<file path="config.mk">
export PLATFORM = sky130hd
export DESIGN_NAME = wb_timeout_bridge
export DESIGN_NICKNAME = d
export VERILOG_FILES = /design/src/rtl/wb_timeout_bridge.sv
export SDC_FILE = /design/constraint.sdc
export NUM_CORES = 1
export LEC_CHECK = 0
export CAP_MARGIN = 20
export CORE_ASPECT_RATIO = 1.2
export CORE_MARGIN = 1
export CORE_UTILIZATION = 46
export CTS_CLUSTER_SIZE = 28
export DETAILED_ROUTE_END_ITERATION = 10
export GPL_ROUTABILITY_DRIVEN = 0
export GPL_TIMING_DRIVEN = 0
export MAX_ROUTING_LAYER = met4
export PLACE_DENSITY = 0.94
export SLEW_MARGIN = 5
export SYNTH_ARGS = -nofsm -noshare
export SYNTH_HDL_FRONTEND = slang
export SYNTH_SLANG_ARGS = --single-unit
</file>
<file path="constraint.sdc">
create_clock -name wb_clk_i -period 7.45 [get_ports wb_clk_i]
set_clock_uncertainty 0.2 [all_clocks]
set_input_delay 1.1175 -clock wb_clk_i [delete_from_list [all_inputs] [get_ports wb_clk_i]]
set_output_delay 1.1175 -clock wb_clk_i [all_outputs]
set_load 0.01 [all_outputs]
</file>
<file path="src/rtl/wb_timeout_bridge.sv">
// Registered Wishbone bridge that guarantees every accepted request terminates:
// a slave that never acks is answered by the bridge itself with an error ack.
module wb_timeout_bridge #(
    parameter int unsigned TIMEOUT_CYCLES = 255,
    parameter logic [31:0] ERR_DATA       = 32'hDEADBEEF
) (
    input  logic        wb_clk_i,
    input  logic        wb_rst_i,
    // Upstream master
    input  logic        wbs_cyc_i,
    input  logic        wbs_stb_i,
    input  logic        wbs_we_i,
    input  logic [3:0]  wbs_sel_i,
    input  logic [31:0] wbs_adr_i,
    input  logic [31:0] wbs_dat_i,
    output logic        wbs_ack_o,
    output logic [31:0] wbs_dat_o,
    // Downstream slave
    output logic        m_cyc_o,
    output logic        m_stb_o,
    output logic        m_we_o,
    output logic [3:0]  m_sel_o,
    output logic [31:0] m_adr_o,
    output logic [31:0] m_dat_o,
    input  logic        m_ack_i,
    input  logic [31:0] m_dat_i,
    // Status
    output logic        err_o,
    output logic [7:0]  timeout_count_o
);

    typedef enum logic [1:0] {StIdle, StFwd, StResp} state_e;

    localparam logic [15:0] TimeoutLimit = 16'(TIMEOUT_CYCLES);

    state_e      state_q;
    logic [15:0] wait_q;
    logic [15:0] wait_inc;
    logic        wbs_ack_q;
    logic [31:0] wbs_dat_q;
    logic        m_cyc_q;
    logic        m_stb_q;
    logic        m_we_q;
    logic [3:0]  m_sel_q;
    logic [31:0] m_adr_q;
    logic [31:0] m_dat_q;
    logic        err_q;
    logic [7:0]  timeout_count_q;

    assign wait_inc = wait_q + 16'd1;

    always_ff @(posedge wb_clk_i) begin
        if (wb_rst_i) begin
            state_q         <= StIdle;
            wait_q          <= 16'd0;
            wbs_ack_q       <= 1'b0;
            wbs_dat_q       <= 32'd0;
            m_cyc_q         <= 1'b0;
            m_stb_q         <= 1'b0;
            m_we_q          <= 1'b0;
            m_sel_q         <= 4'd0;
            m_adr_q         <= 32'd0;
            m_dat_q         <= 32'd0;
            err_q           <= 1'b0;
            timeout_count_q <= 8'd0;
        end else begin
            // Response strobes are single-cycle; only the FWD exit raises them.
            wbs_ack_q <= 1'b0;
            err_q     <= 1'b0;
            unique case (state_q)
                StIdle: begin
                    if (wbs_cyc_i && wbs_stb_i) begin
                        m_cyc_q <= 1'b1;
                        m_stb_q <= 1'b1;
                        m_we_q  <= wbs_we_i;
                        m_sel_q <= wbs_sel_i;
                        m_adr_q <= wbs_adr_i;
                        m_dat_q <= wbs_dat_i;
                        wait_q  <= 16'd0;
                        state_q <= StFwd;
                    end
                end
                StFwd: begin
                    if (!wbs_cyc_i) begin
                        // Master gave up: release the slave silently.
                        m_cyc_q <= 1'b0;
                        m_stb_q <= 1'b0;
                        state_q <= StIdle;
                    end else if (m_ack_i) begin
                        m_cyc_q   <= 1'b0;
                        m_stb_q   <= 1'b0;
                        wbs_dat_q <= m_dat_i;
                        wbs_ack_q <= 1'b1;
                        state_q   <= StResp;
                    end else begin
                        wait_q <= wait_inc;
                        if (wait_inc == TimeoutLimit) begin
                            m_cyc_q   <= 1'b0;
                            m_stb_q   <= 1'b0;
                            wbs_dat_q <= ERR_DATA;
                            wbs_ack_q <= 1'b1;
                            err_q     <= 1'b1;
                            if (timeout_count_q != 8'hFF) begin
                                timeout_count_q <= timeout_count_q + 8'd1;
                            end
                            state_q   <= StResp;
                        end
                    end
                end
                StResp: begin
                    state_q <= StIdle;
                end
                default: begin
                    state_q <= StIdle;
                end
            endcase
        end
    end

    assign wbs_ack_o       = wbs_ack_q;
    assign wbs_dat_o       = wbs_dat_q;
    assign m_cyc_o         = m_cyc_q;
    assign m_stb_o         = m_stb_q;
    assign m_we_o          = m_we_q;
    assign m_sel_o         = m_sel_q;
    assign m_adr_o         = m_adr_q;
    assign m_dat_o         = m_dat_q;
    assign err_o           = err_q;
    assign timeout_count_o = timeout_count_q;

endmodule

</file>
==> impl_metrics.ini, run 1 <==
[worst_setup_path]
start_kind = input pin
path_class = in -> reg
path_max_fanout = 10
crit_path_end_kind = register
arrival_ps = 3400
cp.required_ps = 7560

[pwr]
vdd_drop_max_mv = 0.219
power.density_nw_per_um2 = 215
p_leak_nw = 2.91

[cells_and_area]
instances_no_fill = 1020
diodes = 0
final_cell_mix = clkdlybuf4s50_1, nand2_1, dfxtp_1
synthToLayoutAreaGrowth_pct = 57.0
drive_gt1_share_pct = 5.61
nFillCells = 742
num-nets-final = 987
final_common_cell = clkdlybuf4s50_1

[timing]
final_max_slew_viol_count = 0
timing.fmax_mhz = 304
fin_crit_ps = 3290
rsz0062_at_grt = false
setup_tns_ps = 0
whs_ps = 249
slew_headroom_pct = 55.1
worst_pin_slew_ps = 673
setup_viol = 0
finalCritPeriodShare_pct = 44.2
finalHoldViolCount = 0

[drt]
drt_first_iter_violations = 281
wire_per_inst_microns = 16.6
viasPerCell = 5.49
drcViolationCount = 10
drt-total-wl_mm = 16.9
ant_nets = 0
first_pass_iters = 8
via_count = 5596

[clock_network]
cts_tree = done
cts_repair_resize_count = 0
hold_buffers = 0
worstSkewPairLatency_ps = 420
postCtsSetupRepairBufs = 0
path_clk_slew_ps = 60
htree_levels = 4
cts_buffer_depth = 2
root_buffer = clkbuf_16
cts.sinks = 130
cts_inserted_buffers = 17

[yosys]
synth_cells = 641
synthFlopType = dfxtp_1
ys_ff_latch = 130
synthArstFlopShare_pct = 0
syn-num-nets = 750
synth.distinct_cells = 46
synth.avg_cell_area_sq_um = 8.02
synth_edf_count = 0
yosys_warnings = 0
yosysSeqAreaShare_pct = 50.6
syn_area_sq_um = 5140

[grt]
first_global_vias = 5511
grt.overflow.total = 0
grt_pass1_wl_mm = 26.4
grt_use_total_pct = 30.1
antenna_found_initial = 0
grt_max_degree = 17

[die]
io_pins = 219
die_h_microns = 118
die_area_sq_um = 11600
start_util_pct = 48.2
core-area_sq_um = 10700
num_rows = 41
die_w_microns = 98.5

[placed_design]
dp_cells = 988
hpwl_mm = 11.9
portBuffers = 218

[hold_path]
holdCritPathClass = reg -> reg

[flow_run]
max_cap_violations = 0

[outcome]
violations = DRC
status = finished, violations left
==> synth_stat cells, drive strengths merged, types with 4 or more instances <==
library cell	count	share of area [%]
a31oi	4	0.49
and3	15	1.8
buf	7	0.95
inv	30	2.2
nand2	148	11
nor2	47	3.4
o21ai	14	1.4
a31o	8	1.4
dfxtp	130	51
clkbuf	40	2.9
nand4	5	0.61
and2	5	0.61
a311oi	5	0.85
or4	5	0.73
a21oi	94	9.2
a211oi	26	3.8
nand3	11	1.1
o31ai	4	0.58
nand2b	4	0.49
nor4	5	0.61
==> final cells by class <==
| type | instances | area, sq um | share of cell area (%) |
|---|---|---|---|
| buffer | 47 | 199 | 2.47 |
| inverter | 30 | 113 | 1.40 |
| clock buffer | 18 | 429 | 5.32 |
| tap | 129 | 161 | 2.00 |
| timing repair buffer | 218 | 2180 | 27.0 |
| clock inverter | 14 | 156 | 1.94 |
| sequential | 130 | 2600 | 32.2 |
| multi-input combinational | 434 | 2230 | 27.6 |
==> per-stage QoR <==
step           area (sq um)  utilization, %  setup slack [ps]  power, W
4_1_cts                8070            75.6              4180   0.00174
2_1_floorplan          5140               -              4560  0.000806
5_1_grt                8070            75.6              4030   0.00179
3_3_place_gp           7480            70.1              3790  0.000924
6_report               8070            75.6              4160   0.00174
3_5_place_dp           7480            70.1              3760  0.000928
==> layer usage <==
layer | vias to the layer above | routed length, microns | global-route usage, %
li1 | 2661 | - | -
met1 | 2611 | 6300 | 31.7
met2 | 267 | 8660 | 51.9
met3 | 57 | 1230 | 6.71
met4 | 0 | 719 | 16.9
met5 | - | 0 | -
==> registers in the layout (all words and copies together), names as in the netlist <==
name             cells
wbs_ack_o            1
state_q              2
timeout_count_o      8
wbs_dat_o           32
err_o                1
m_stb_o              1
wait_q              16
m_sel_o              4
m_dat_o             32
m_adr_o             32
m_we_o               1
==> cells by family (layout without fill, tap and decap cells) <==
kind of cell | after synthesis | after routing | synth area share (%)
XOR/XNOR | 1 | 1 | 0.170
buffers and inverters | 77 | 327 | 6.06
multiplexers | 3 | 3 | 0.608
flip-flops | 130 | 130 | 50.6
adder cells (fa/ha/maj) | 3 | 3 | 0.730
AND/OR/NAND/NOR | 262 | 262 | 22.5
AO/OA/AOI/OAI | 165 | 165 | 19.3
==> power breakdown <==
part | leakage [nW] | internal [W] | switching [W]
clock | 0.274 | 0.000496 | 0.000324
combinational | 1.58 | 0.000103 | 0.0000834
sequential | 1.06 | 0.000718 | 0.0000119
==> critical path: stages <==
cell and delay, ps:
clkdlybuf4s50_1 510, nand3b_1 130, or2_2 290, clkbuf_1 220, a41oi_1 210, o21ai_1 180
clkbuf_1 240, o31a_1 310, o21a_1 170
==> final timing paths <==
kind / slack, ps / end / startpoint / cells past startpoint
worst max-delay path: 4160 / timeout_count_o[6] / wbs_cyc_i / 9
worst min-delay path: 250 / wbs_dat_o[5] / wbs_dat_o[5] / 2
worst max register to register: 4290 / timeout_count_o[5] / wait_q[1] / 8
worst min register to register: 250 / wbs_dat_o[5] / wbs_dat_o[5] / 2
Note: power is estimated with default switching activity, not from simulation.
==> run 2: changes to the inputs <==
Settings changed: CORE_UTILIZATION 46 to 42, PLACE_DENSITY 0.94 to 0.87.
Clock period 7.45 ns to 3.4 ns, I/O delays scaled along.
==> impl_metrics.ini, run 2 (synthesis results as in run 1) <==
[worst_setup_path]
cp_common_cell = buf_2
path_delay_family = simple AND/OR/NAND/NOR gates
endpoint = state_q[0]
cp_slowest_cell = or4_1
worstSetupPathDepth = 9
path_max_fanout = 10
crit_path_end_kind = register
ff2ff_setup_slack_ps = 220
arrival_ps = 3250
r2r_cells = 9
reg2reg_to = state_q[0]
cp_cell_sequence = ha_1 > and3_1 > nand4_1 > mux2i_1 > or4_1 > buf_2 > buf_2 > o21ai_0 > a21oi_1
rr_startpoint = wait_q[1]
cpPeakStageDelay_ps = 550
start_kind = register
cp.required_ps = 3470
path_buf_inv = 2
crit_path_start = wait_q[1]
path_class = reg -> reg

[pwr]
p_int_w = 0.00296
pwr-share-clk_pct = 48.0
combinationalPowerShare_pct = 10.4
p_leak_nw = 2.93
power.density_nw_per_um2 = 474
vdd_drop_max_mv = 0.306
p_sw_w = 0.000888
p_seq_share_pct = 41.5
swShare_pct = 23.1

[grt]
grt_pass1_wl_mm = 24.7
grt_max_degree = 17
grt.overflow.total = 0
grt_use_total_pct = 26.4
antenna_found_initial = 0
first_global_vias = 5172

[timing]
setup_tns_ps = 0
fin_crit_ps = 3180
final_max_slew_viol_count = 0
slew_headroom_pct = 55.4
rsz0062_at_grt = false
setup_viol = 0
finalHoldViolCount = 0
timing.fmax_mhz = 315
finalCritPeriodShare_pct = 93.5
whs_ps = 252
worst_pin_slew_ps = 667

[outcome]
status = finished, final reports clean

[placed_design]
hpwl_mm = 11.5
portBuffers = 218
dp_cells = 1016

[clock_network]
root_buffer = clkbuf_16
cts_inserted_buffers = 17
htree_levels = 4
cts_buffer_depth = 2
cts_repair_resize_count = 0
worstSkewPairLatency_ps = 410
hold_buffers = 0
postCtsSetupRepairBufs = 0
path_clk_slew_ps = 60
cts.sinks = 130
cts_tree = done

[drt]
drcViolationCount = 0
drt_first_iter_violations = 232
met2_length_mm = 7.92
first_pass_iters = 4
ant_nets = 0
top_layer_used = met4
wire_per_inst_microns = 15.3
viasPerCell = 5.15
wl_met1_mm = 6.49
via_count = 5393
drt-total-wl_mm = 16.0
wl_met3_mm = 1.02

[die]
die_area_sq_um = 12700
io_pins = 219
die_w_microns = 103
start_util_pct = 43.8
die_h_microns = 123
num_rows = 43
core-area_sq_um = 11700

[hold_path]
min_from = m_dat_o[4]
holdCritPathClass = reg -> reg

[cells_and_area]
final_cell_mix = clkdlybuf4s50_1, nand2_1, dfxtp_1
drive_gt1_share_pct = 5.62
num-nets-final = 987
utilization_pct = 69.3
multi_input_area_sq_um = 2230
diodes = 0
synthToLayoutAreaGrowth_pct = 58.0
seq_area_sq_um = 2600
final_common_cell = clkdlybuf4s50_1
instances_no_fill = 1047
nFillCells = 970

[flow_run]
max_cap_violations = 0
## run 2: power groups by stage
stage                     Combinational [W]  Sequential, W  Clock, W
after global placement             0.000395        0.00163         0
after CTS                          0.000404        0.00160   0.00187
after global routing               0.000434        0.00160   0.00194
after floorplan                    0.000114        0.00165         0
after detailed placement           0.000399        0.00163         0
final                              0.000401        0.00160   0.00185
## run 2: layer usage
layer | GRT usage, % | up-vias
met1 | 30.5 | 2477
met3 | 6.50 | 51
met2 | 42.8 | 206
li1 | - | 2659
met4 | 12.6 | 0
met5 | - | -
## run 2: stage by stage
stage	power (W)	setup slack (ps)	instance area (sq um)
after floorplan	0.00177	605	5140
after global routing	0.00398	52.6	8120
after detailed placement	0.00203	256	7520
final	0.00385	223	8120
after global placement	0.00202	294	7520
after CTS	0.00387	241	8120
## run 2: worst min path at each step
stage	depth (start not counted)	slack [ps]	end
after floorplan	1	230	wait_q[6]
after global placement	2	240	wbs_dat_o[30]
after detailed placement	2	240	wbs_dat_o[2]
after CTS	2	250	wbs_dat_o[28]
after global routing	2	270	m_adr_o[8]
final	2	250	m_dat_o[4]
## run 2: final cells by class
cell class / count / share of cell area (%)
sequential: 130 / 32.0
multi-input combinational: 434 / 27.4
timing repair buffer: 218 / 26.9
clock buffer: 21 / 5.91
buffer: 47 / 2.45
tap: 157 / 2.42
clock inverter: 10 / 1.52
inverter: 30 / 1.39
## run 2: tightest hold or removal path, cell delays in order, from the launching register on
cell and delay (ps):
dfxtp_1 310, nand2_1 50, a21oi_1 50
